File: src/rtl/uart_arb_pkg.sv
// uart_arb_pkg
//   Shared definitions for the UART transmit arbiter:
//   - arb_state_t : controller states IDLE / HDR / DATA
//   - HDR_BASE    : channel-ID header byte, OR-ed with the granted index
//   - wrap_add    : modular index addition used by the round-robin search
package uart_arb_pkg;

  typedef enum logic [1:0] {
    ST_IDLE = 2'd0,
    ST_HDR  = 2'd1,
    ST_DATA = 2'd2
  } arb_state_t;

  localparam logic [7:0] HDR_BASE = 8'hA0;

  // (a + b) mod n, valid for a < n, b < n, n <= 8
  function automatic logic [2:0] wrap_add(input logic [2:0] a,
                                          input logic [2:0] b,
                                          input int         n);
    logic [3:0] s;
    s = {1'b0, a} + {1'b0, b};
    if (s >= 4'(n)) begin
      s = s - 4'(n);
    end
    return s[2:0];
  endfunction

endpackage

File: src/rtl/uart_tx_arbiter_rr_picker.sv
// rr_picker
//   Round-robin priority picker. Searches req upward starting at ptr,
//   wrapping from N-1 to 0, and returns the first requester found.
// Ports:
//   req [N-1:0] in  : request vector
//   ptr [2:0]   in  : index with highest priority (must be < N)
//   gnt [N-1:0] out : one-hot grant, zero when nothing requests
//   idx [2:0]   out : index of the granted requester (0 when none)
//   any         out : at least one requester present
module rr_picker
  import uart_arb_pkg::*;
#(
  parameter int N = 4
)(
  input  logic [N-1:0] req,
  input  logic [2:0]   ptr,
  output logic [N-1:0] gnt,
  output logic [2:0]   idx,
  output logic         any
);

  logic [7:0]   req_ext;
  logic [2:0]   cand_idx [N];
  logic [N-1:0] cand_req;

  // Widened copy so a 3-bit index never falls outside the vector.
  assign req_ext = 8'(req);

  // Candidate gi is the requester examined at priority position gi.
  for (genvar gi = 0; gi < N; gi++) begin : g_cand
    assign cand_idx[gi] = wrap_add(ptr, 3'(gi), N);
    assign cand_req[gi] = req_ext[cand_idx[gi]];
  end

  // Scan from lowest priority up so the highest-priority hit wins last.
  always_comb begin
    idx = '0;
    any = 1'b0;
    for (int k = N - 1; k >= 0; k--) begin
      if (cand_req[k]) begin
        idx = cand_idx[k];
        any = 1'b1;
      end
    end
  end

  for (genvar gi = 0; gi < N; gi++) begin : g_gnt
    assign gnt[gi] = any && (idx == 3'(gi));
  end

endmodule

File: src/rtl/uart_tx_arbiter.sv
// uart_tx_arbiter
//   Merges N byte streams onto one UART transmitter. A requester wins by
//   round-robin, optionally announced by a header byte (A0 | id), and may
//   then keep the grant for up to MAX_BURST data bytes while it stays valid.
// Parameters:
//   N         : number of requesters (2..8)
//   ADD_ID    : 1 = send header byte at the start of each burst
//   MAX_BURST : data bytes per burst (1..15)
// Ports:
//   clk, rst   : clock; asynchronous active-low reset
//   req_valid  : per-requester byte available
//   req_data   : requester i byte on [8i+7:8i]
//   req_ready  : per-requester accept (one-hot or zero, only in IDLE)
//   tx_valid / tx_data / tx_ready : byte stream to the UART transmitter
//   gnt_id     : current or last granted requester
//   busy       : controller not in IDLE
module uart_tx_arbiter
  import uart_arb_pkg::*;
#(
  parameter int N         = 4,
  parameter int ADD_ID    = 1,
  parameter int MAX_BURST = 4
)(
  input  logic           clk,
  input  logic           rst,
  input  logic [N-1:0]   req_valid,
  input  logic [8*N-1:0] req_data,
  output logic [N-1:0]   req_ready,
  output logic           tx_valid,
  output logic [7:0]     tx_data,
  input  logic           tx_ready,
  output logic [2:0]     gnt_id,
  output logic           busy
);

  arb_state_t state_reg;
  logic       tx_valid_reg;
  logic [7:0] tx_data_reg;
  logic [7:0] hold_reg;
  logic [2:0] gnt_id_reg;
  logic [2:0] ptr_reg;
  logic       burst_open_reg;
  logic [3:0] cnt_reg;

  logic [7:0]   valid_ext;
  logic [7:0]   data_arr [8];
  logic         idle;
  logic         continue_ok;
  logic         grant_any;
  logic [2:0]   rr_ptr;
  logic [2:0]   pick_idx;
  logic [2:0]   win_idx;
  logic         pick_any;
  logic [N-1:0] pick_gnt;

  assign valid_ext = 8'(req_valid);

  // Per-requester byte lanes, padded to 8 so the winner index selects directly.
  for (genvar gi = 0; gi < 8; gi++) begin : g_data
    if (gi < N) begin : g_used
      assign data_arr[gi] = req_data[8*gi +: 8];
    end else begin : g_unused
      assign data_arr[gi] = 8'h00;
    end
  end

  assign idle = (state_reg == ST_IDLE);

  // The locked requester keeps the grant while valid and under the byte limit.
  assign continue_ok = burst_open_reg && valid_ext[gnt_id_reg] &&
                       (cnt_reg < 4'(MAX_BURST));

  // When the open burst closes this cycle, arbitration already starts from
  // the slot after the locked requester.
  assign rr_ptr = burst_open_reg ? wrap_add(gnt_id_reg, 3'd1, N) : ptr_reg;

  rr_picker #(.N(N)) u_picker (
    .req (req_valid),
    .ptr (rr_ptr),
    .gnt (pick_gnt),
    .idx (pick_idx),
    .any (pick_any)
  );

  assign win_idx   = continue_ok ? gnt_id_reg : pick_idx;
  assign grant_any = idle && (continue_ok || pick_any);

  // Gated by rst so the accept drops in the same cycle reset is asserted.
  for (genvar gi = 0; gi < N; gi++) begin : g_ready
    assign req_ready[gi] = rst && idle &&
                           (continue_ok ? (gnt_id_reg == 3'(gi)) : pick_gnt[gi]);
  end

  always_ff @(posedge clk or negedge rst) begin
    if (!rst) begin
      state_reg      <= ST_IDLE;
      tx_valid_reg   <= 1'b0;
      tx_data_reg    <= 8'h00;
      hold_reg       <= 8'h00;
      gnt_id_reg     <= 3'd0;
      ptr_reg        <= 3'd0;
      burst_open_reg <= 1'b0;
      cnt_reg        <= 4'd0;
    end else begin
      case (state_reg)
        ST_IDLE: begin
          if (burst_open_reg && !continue_ok) begin
            burst_open_reg <= 1'b0;
            cnt_reg        <= 4'd0;
            ptr_reg        <= rr_ptr;
          end
          if (grant_any) begin
            hold_reg     <= data_arr[win_idx];
            gnt_id_reg   <= win_idx;
            tx_valid_reg <= 1'b1;
            if (continue_ok) begin
              cnt_reg     <= cnt_reg + 4'd1;
              state_reg   <= ST_DATA;
              tx_data_reg <= data_arr[win_idx];
            end else begin
              burst_open_reg <= 1'b1;
              cnt_reg        <= 4'd1;
              if (ADD_ID != 0) begin
                state_reg   <= ST_HDR;
                tx_data_reg <= HDR_BASE | {5'b0, win_idx};
              end else begin
                state_reg   <= ST_DATA;
                tx_data_reg <= data_arr[win_idx];
              end
            end
          end
        end
        ST_HDR: begin
          // tx_valid stays high; only the byte changes to the held data.
          if (tx_ready) begin
            state_reg   <= ST_DATA;
            tx_data_reg <= hold_reg;
          end
        end
        ST_DATA: begin
          if (tx_ready) begin
            state_reg    <= ST_IDLE;
            tx_valid_reg <= 1'b0;
          end
        end
        default: begin
          state_reg    <= ST_IDLE;
          tx_valid_reg <= 1'b0;
        end
      endcase
    end
  end

  assign tx_valid = tx_valid_reg;
  assign tx_data  = tx_data_reg;
  assign gnt_id   = gnt_id_reg;
  assign busy     = !idle;

endmodule

File: config.mk
export PLATFORM = sky130hd
export DESIGN_NAME = uart_tx_arbiter
export DESIGN_NICKNAME = d
export VERILOG_FILES = /design/src/rtl/uart_arb_pkg.sv /design/src/rtl/uart_tx_arbiter_rr_picker.sv /design/src/rtl/uart_tx_arbiter.sv
export SDC_FILE = /design/constraint.sdc
export NUM_CORES = 1
export LEC_CHECK = 0
export ABC_AREA = 0
export BUFFER_PORTS_ARGS = -buffer_cell sky130_fd_sc_hd__buf_2
export CAP_MARGIN = 30
export CELL_PAD_IN_SITES_DETAIL_PLACEMENT = 0
export CELL_PAD_IN_SITES_GLOBAL_PLACEMENT = 2
export CORE_MARGIN = 10
export CORE_UTILIZATION = 32
export CTS_CLUSTER_SIZE = 8
export DETAILED_ROUTE_END_ITERATION = 7
export PLACE_DENSITY = 0.84
export SLEW_MARGIN = 25
export SYNTH_ARGS = -nofsm -noshare
export SYNTH_HDL_FRONTEND = slang
export SYNTH_SLANG_ARGS = --single-unit
File: constraint.sdc
create_clock -name clk -period 5 [get_ports clk]
set_clock_uncertainty 0.15 [all_clocks]
set_input_delay 0.75 -clock clk [delete_from_list [all_inputs] [get_ports clk]]
set_output_delay 0.75 -clock clk [all_outputs]
set_load 0.05 [all_outputs]
==> results.json, run 1 <==
{
  "vias": 2000,
  "postRouteAntennaNets": 0,
  "hold_slack_ps": 324,
  "max-cap-violations": 0,
  "dr.pass1.iters": 4,
  "ys_types": 55,
  "ys_async_sr_fraction_pct": 100,
  "setup_tns_ps": 0,
  "final_cell_mix": "55 x buf_2, 30 x dfrtp_1, 25 x nor2_1",
  "min_period_ps": 4550,
  "use_met1_pct": 16.1,
  "io_pins": 56,
  "cts_root_buffer": "clkbuf_8",
  "synth_fa_ha_area_share_pct": 4.53,
  "synth_nets": 278,
  "syn_to_final_growth_pct": 21.1,
  "grt_busiest_layer": "met2",
  "synth_top_family_by_area": "compound AO/OA/AOI/OAI gates",
  "synthCells": 231,
  "grt_pass1_wl_mm": 10.7,
  "drv_slew": 0,
  "layout-drive-gt1-share_pct": 32.3,
  "avgSynthCellArea_um2": 9.56,
  "grt_max_degree": 32,
  "antenna_found_initial": 0,
  "setup_viol": 0,
  "vias_per_cell": 5.43,
  "critical_path_required_ps": 4100,
  "cp_data_arrival_time_ps": 3650,
  "first_iter_violations": 102,
  "path_max_fanout": 8,
  "dpl.hpwl_mm": 5.01,
  "crit_path_end_kind": "output pin",
  "tightest_slew_ps": 850,
  "yosysSeqAreaShare_pct": 34.0,
  "synthMuxAreaShare_pct": 19.0,
  "yosys_warnings": 0,
  "clkSinkCount": 30,
  "h-tree-depth": 2,
  "numPortBuffers": 55,
  "synth-seq-cells": 30,
  "path_class": "flip-flop to output pin",
  "cts_setup_buffers": 0,
  "route.detailed.drc": 0,
  "core_um2": 6760,
  "synthXorXnorAreaFrac_pct": 0,
  "hold_violations": 0,
  "rows": 30,
  "die-width_um": 103,
  "grt_use_met3_pct": 4.09,
  "synth_edf_count": 0,
  "gp_congestion": 0.818,
  "final_common_cell": "buf_2",
  "startpoint_type": "flip-flop",
  "cts_tree": "built",
  "synth_flop_cell": "dfrtp_1",
  "status": "finished clean",
  "yosys.area.top_type": "dfrtp_1",
  "rsz0062_at_grt": "false",
  "clk_pin_slew_ps": 60,
  "synth_compound_area_share_pct": 21.9,
  "max_freq_mhz": 220,
  "cts_buffer_depth": 2,
  "syn-cell-area_um2": 2210,
  "fin_crit_sh_pct": 91.1,
  "track_usage_pct": 12.8,
  "grt_overflow_total": 0,
  "die_h_um": 103,
  "post-route-util_pct": 39.6,
  "post_drt_wl_per_cell_um": 17.5,
  "cts_buffers": 5,
  "use_met2_pct": 20.4,
  "hp-class": "primary input to asynchronous set/reset pin",
  "relSlewSlack_pct": 42.4,
  "nNetsFinal": 335,
  "num_antenna_cells": 0,
  "yosys.area.top_type_share_pct": 34.0,
  "grt_pass1_vias": 2128,
  "synth_area_leaders": "dfrtp_1 34%, mux2i_1 10%, mux2_2 4.6%",
  "worstSkewPairLatency_ps": 280,
  "start_util_pct": 32.7,
  "dieArea_um2": 10600,
  "drt-total-wl_mm": 6.42,
  "synth_simple_gate_area_share_pct": 16.0
}
synth_stat cells (2+ instances only):
cell	instances
ha_1	8
buf_6	3
a21oi_1	19
mux2_2	9
and3_1	5
or3_1	2
nor3b_1	2
nand4_1	2
nand2b_1	2
nor2b_1	5
or2_2	2
dfrtp_1	30
a221o_1	2
o21ai_0	20
nand3_1	3
inv_1	5
nand2_1	17
clkbuf_1	4
a32oi_1	2
and2_1	2
mux2_4	2
nor3_1	2
mux2i_1	23
o22ai_1	2
a22o_1	3
a21o_1	2
nor2_1	25
what timing repair did:
action / 4_1_cts / 5_1_grt
hold endpoints to repair: 0 / 0
setup endpoints to repair: 0 / 1
resized for setup: 0 / 1
hold buffers: 0 / 0
critical path: stages (launching register included):
cell,delay (ps)
dfrtp_1,470
inv_1,90
ha_1,350
mux2i_2,290
ha_1,380
mux2i_1,160
mux2i_1,130
o311ai_1,250
a41oi_1,350
nand2_1,120
or2_2,340
nor3_2,160
buf_2,270
path summary, 6_finish.rpt:
| check | slack, ps | cells past startpoint | end | from |
|---|---|---|---|---|
| worst max-delay path | 450 | 12 | req_ready[0] | gnt_id[1] |
| min in group clk | 330 | 2 | hold_reg[6] | hold_reg[6] |
| worst min-delay path | 320 | 2 | hold_reg[3] | rst |
| max in group asynchronous | 4070 | 2 | hold_reg[7] | rst |
| worst min register to register | 330 | 2 | hold_reg[6] | hold_reg[6] |
| worst max register to register | 1100 | 14 | tx_data[1] | gnt_id[1] |
metal layers:
metal  vias up  part of all wire (%)
met5         -                     0
met4         0                   1.8
met3        11                   6.3
met2        62                    46
met1       951                    46
li1        976                     -
metrics by stage:
step | setup slack, ps | cells | area (um2)
global route | 53.2 | 368 | 2670
CTS | 380 | 368 | 2670
detailed placement | 697 | 361 | 2560
floorplan | -80.0 | 231 | 2210
finish | 446 | 368 | 2670
global placement | 775 | 361 | 2560
cells by family (layout without fill, tap and decap cells):
family | Yosys count | count (layout)
buffers and inverters | 16 | 73
multiplexers | 37 | 37
adder cells (fa/ha/maj) | 8 | 8
AND/OR/NAND/NOR | 73 | 73
flip-flops | 30 | 30
AO/OA/AOI/OAI | 67 | 67
layout make-up:
type	count	area, um2
Tap cell	80	100
Clock buffer	6	82.6
Timing Repair Buffer	59	305
Sequential cell	30	751
Clock inverter	1	30.0
Fill cell	730	4080
Inverter	7	38.8
Multi-Input combinational cell	185	1370
Power of run 1 is left out: the tool's default activity adds up to more than one toggle a clock period on the data nets, which glitch-free logic cannot reach.
==> run 2: changes to the inputs <==
Settings changed: CELL_PAD_IN_SITES_DETAIL_PLACEMENT 0 to not set, CELL_PAD_IN_SITES_GLOBAL_PLACEMENT 2 to not set, CORE_UTILIZATION 32 to 40, PLACE_DENSITY 0.84 to 0.68.
==> run 2 against run 1 <==
Net effect: flip-flop and latch count is the same; critical endpoint unchanged; first-iteration DRC count grew 38%; register-to-register slack lost 80 ps; non-clock buffer count is the same; clock-buffer cell count is the same; highest routed layer unchanged.
==> results.json, run 2 (synthesis gave the netlist of run 1 again) <==
{
  "status": "finished clean",
  "rows": 26,
  "cts_buffers": 5,
  "num_antenna_cells": 0,
  "cts_setup_buffers": 0,
  "hold_violations": 0,
  "dieArea_um2": 8890,
  "core_um2": 5240,
  "cp_cell_sequence": "inv_1, ha_1, mux2i_1, ha_1, mux2i_1, mux2i_1, o311ai_1, a41oi_1, nand2_1, or2_2, nor3_2, buf_2",
  "layout-drive-gt1-share_pct": 31.9,
  "dpl.hpwl_mm": 4.64,
  "tightest_slew_ps": 883,
  "rsz0062_at_grt": "false",
  "path_class": "flip-flop to output pin",
  "min_period_ps": 4740,
  "dr.pass1.iters": 4,
  "drt-total-wl_mm": 6.06,
  "max_freq_mhz": 211,
  "final_common_cell": "buf_2",
  "cts_buffer_depth": 2,
  "hold_buffers": 0,
  "grt_pass1_vias": 2062,
  "clk_pin_slew_ps": 70,
  "crit_family": "adder cells",
  "gp_congestion": 0.886,
  "nFillCells": 495,
  "setup_viol": 0,
  "vias_per_cell": 5.55,
  "cts_tree": "built",
  "cts-resized-gates": 0,
  "grt_pass1_wl_mm": 9.98,
  "stdcell_count": 358,
  "pre_cts_ws_ps": 612,
  "startpoint_type": "flip-flop",
  "vias": 1986,
  "postRouteAntennaNets": 0,
  "setup_ws_ps": 258,
  "crit_top_cell": "mux2i_1",
  "hp-class": "primary input to asynchronous set/reset pin",
  "io_pins": 56,
  "grt_overflow_total": 0,
  "worstSkewPairLatency_ps": 290,
  "final_cell_mix": "55 x buf_2, 30 x dfrtp_1, 25 x nor2_1",
  "critical_path_required_ps": 4100,
  "first_iter_violations": 141,
  "cp_data_arrival_time_ps": 3840,
  "slowest_delay_ps": 490,
  "antenna_found_initial": 0,
  "cp_num_buf_inv": 2,
  "drv_slew": 0,
  "start_util_pct": 42.2,
  "grt_max_degree": 32,
  "post_drt_wl_per_cell_um": 16.9,
  "syn_to_final_growth_pct": 20.3,
  "die-width_um": 94.3,
  "dp.cells": 351,
  "r2r_slack_ps": 1020,
  "crit_slowest_cell": "dfrtp_1",
  "setup_tns_ps": 0,
  "numPortBuffers": 55,
  "crit_path_end_kind": "output pin",
  "h-tree-depth": 2,
  "cts_root_buffer": "clkbuf_8",
  "clkSinkCount": 30,
  "relSlewSlack_pct": 40.2,
  "route.detailed.drc": 0,
  "nNetsFinal": 335,
  "path_max_fanout": 8,
  "fin_crit_sh_pct": 94.8,
  "die_h_um": 94.3,
  "max-cap-violations": 0,
  "track_usage_pct": 13.9
}
-- run 2: changes by cell type in the layout (fill, tap and decap cells not counted) --
cell,delta
mux2i_2,-1
mux2i_1,+1
-- run 2: final timing paths --
path                        startpoint      endpoint  cells past startpoint
max reg2reg                  gnt_id[1]    tx_data[1]                     12
max in group asynchronous          rst    ptr_reg[1]                      2
min reg2reg                hold_reg[2]   hold_reg[2]                      2
min in group clk           hold_reg[2]   hold_reg[2]                      2
min                                rst   hold_reg[4]                      2
max                          gnt_id[1]  req_ready[0]                     12
-- run 2: layer usage --
metal	track usage, %	part of all wire (%)
met1	16.8	46
met2	22.5	46
met3	5.20	7.5
met4	4.18	1.2
met5	0	0
-- run 2: cell type report --
class | count | area (um2) | area share (%)
clock buffer | 6 | 82.6 | 3.11
tap | 70 | 87.6 | 3.30
multi-input combinational | 185 | 1360 | 51.3
inverter | 7 | 38.8 | 1.46
sequential | 30 | 751 | 28.2
timing repair buffer | 59 | 305 | 11.5
clock inverter | 1 | 30.0 | 1.13
-- run 2: worst reg2reg max path, stage by stage, from the launching register on --
cell	delay (ps)
dfrtp_1	490
inv_1	100
ha_1	330
mux2i_1	350
ha_1	400
mux2i_1	160
mux2i_1	130
o311ai_1	260
o311ai_4	390
a31oi_4	330
mux2i_1	200
mux2_2	300
o41ai_2	300
-- run 2: stage by stage --
| stage | instance area (um2) | hold WS [ps] | util (%) |
|---|---|---|---|
| 2_1_floorplan | 2210 | 292 | - |
| 3_3_place_gp | 2540 | 303 | 48.6 |
| 6_report | 2660 | 320 | 50.7 |
| 3_5_place_dp | 2540 | 313 | 48.6 |
| 4_1_cts | 2660 | 327 | 50.7 |
| 5_1_grt | 2660 | 345 | 50.7 |
Power of run 2 is left out for the same reason.
==> run 3: changes to the inputs <==
Settings changed: CORE_UTILIZATION 40 to 47, PLACE_DENSITY 0.68 to 0.77.
==> run 3 against run 2 <==
Net effect: setup slack got worse by 6.3 ps; critical path depth rose by 1; flip-flop and latch count unchanged; maximum frequency decreased by 0.13%; sequential share of layout area rose by 0.20 points; design area decreased by 0.71%; register-to-register slack is essentially flat; critical path type unchanged; non-clock buffer count did not move; highest routed layer unchanged; global-route usage is 2.0 points higher; via count rose by 1.4%.
==> results.json, run 3 (synthesis gave the netlist of run 1 again) <==
{
  "status": "finished clean",
  "tightest_slew_ps": 908,
  "track_usage_pct": 15.9,
  "postRouteAntennaNets": 0,
  "r2r_slack_ps": 1020,
  "grt_max_degree": 32,
  "gp_congestion": 0.859,
  "cts_tree": "built",
  "cts_setup_buffers": 0,
  "dpl.hpwl_mm": 4.59,
  "hold_violations": 0,
  "core_um2": 4440,
  "setup_ws_ps": 252,
  "cp_num_buf_inv": 3,
  "post-route-util_pct": 59.4,
  "worstSkewPairLatency_ps": 280,
  "worstRegToRegCells": 12,
  "syn_to_final_growth_pct": 19.5,
  "grt_busiest_layer": "met2",
  "clkSinkCount": 30,
  "dieArea_um2": 7840,
  "start_util_pct": 49.7,
  "final_common_cell": "buf_2",
  "antenna_found_initial": 0,
  "clk_pin_slew_ps": 60,
  "numPortBuffers": 55,
  "r2r_end": "tx_data[1]",
  "num_antenna_cells": 0,
  "h-tree-depth": 2,
  "crit_slowest_cell": "dfrtp_1",
  "grt_pass1_vias": 2079,
  "path_class": "flip-flop to output pin",
  "setup_viol": 0,
  "relSlewSlack_pct": 38.5,
  "post_drt_wl_per_cell_um": 17.4,
  "cts-resized-gates": 0,
  "worstSetupStartpoint": "gnt_id[1]",
  "path_max_fanout": 8,
  "critical_path_required_ps": 4100,
  "cts_buffers": 5,
  "crit_family": "adder cells",
  "pre_cts_ws_ps": 572,
  "drv_slew": 0,
  "slowest_delay_ps": 480,
  "min_period_ps": 4750,
  "setup_tns_ps": 0,
  "cts_buffer_depth": 2,
  "max_freq_mhz": 211,
  "hp-class": "primary input to asynchronous set/reset pin",
  "vias": 2013,
  "layout-drive-gt1-share_pct": 32.3,
  "drt-total-wl_mm": 5.90,
  "cts_root_buffer": "clkbuf_8",
  "route.detailed.drc": 0,
  "io_pins": 56,
  "use_met1_pct": 20.9,
  "grt_pass1_wl_mm": 9.96,
  "rsz0062_at_grt": "false",
  "die_h_um": 88.5,
  "die-width_um": 88.5,
  "hold_buffers": 0,
  "max-cap-violations": 0,
  "cp_data_arrival_time_ps": 3850,
  "rows": 24,
  "nNetsFinal": 335,
  "timing.rr.start": "gnt_id[1]",
  "crit_path_end_kind": "output pin",
  "startpoint_type": "flip-flop",
  "fin_crit_sh_pct": 95.0,
  "use_met2_pct": 24.0,
  "grt_use_met3_pct": 6.16,
  "grt_overflow_total": 0,
  "dr.pass1.iters": 4,
  "vias_per_cell": 5.92,
  "cp_cell_sequence": "inv_1, ha_1, mux2i_2, ha_1, mux2i_1, mux2i_1, o311ai_1, a41oi_1, buf_4, nand2_1, or2_2, nor3_2, buf_2",
  "final_cell_mix": "55 x buf_2, 30 x dfrtp_1, 25 x nor2_1",
  "first_iter_violations": 127
}
run 3: cell counts in the layout (fill, tap and decap cells not counted):
No cell type changed its count.
run 3: cell type report:
type	instances	area (um2)
repair buffers	59	305
well taps	52	65.1
fillers	406	1810
multi-input cells	185	1370
clock inverters	1	30.0
flip-flops and latches	30	751
clock buffers	6	82.6
inverters	7	38.8
run 3: stage by stage:
step | hold slack, ps | area, um2 | instances
floorplan | 292 | 2210 | 231
global placement | 303 | 2520 | 333
detailed placement | 321 | 2520 | 333
CTS | 331 | 2640 | 340
global route | 357 | 2640 | 340
finish | 322 | 2640 | 340
run 3: worst register-to-register path: cells and delay by family, from the launching register on:
family	cells	cell delay [ps]
adders and majority gates	2	730
DFF	1	480
buffers and inverters	1	100
AOI/OAI and AO/OA	4	1310
muxes	5	1110
run 3: worst max path at each step:
stage / end / depth (start not counted)
CTS: req_ready[0] / 13
floorplan: req_ready[0] / 12
detailed placement: req_ready[0] / 13
global placement: req_ready[0] / 13
global route: req_ready[0] / 13
finish: req_ready[0] / 13
run 3: layer usage:
layer / part of all wire (%) / routed length, um / vias up
li1: - / - / 980
met1: 45 / 2650 / 935
met2: 44 / 2620 / 89
met3: 9.2 / 545 / 9
met4: 1.5 / 86 / 0
met5: 0 / 0 / -
Power of run 3 is left out for the same reason.
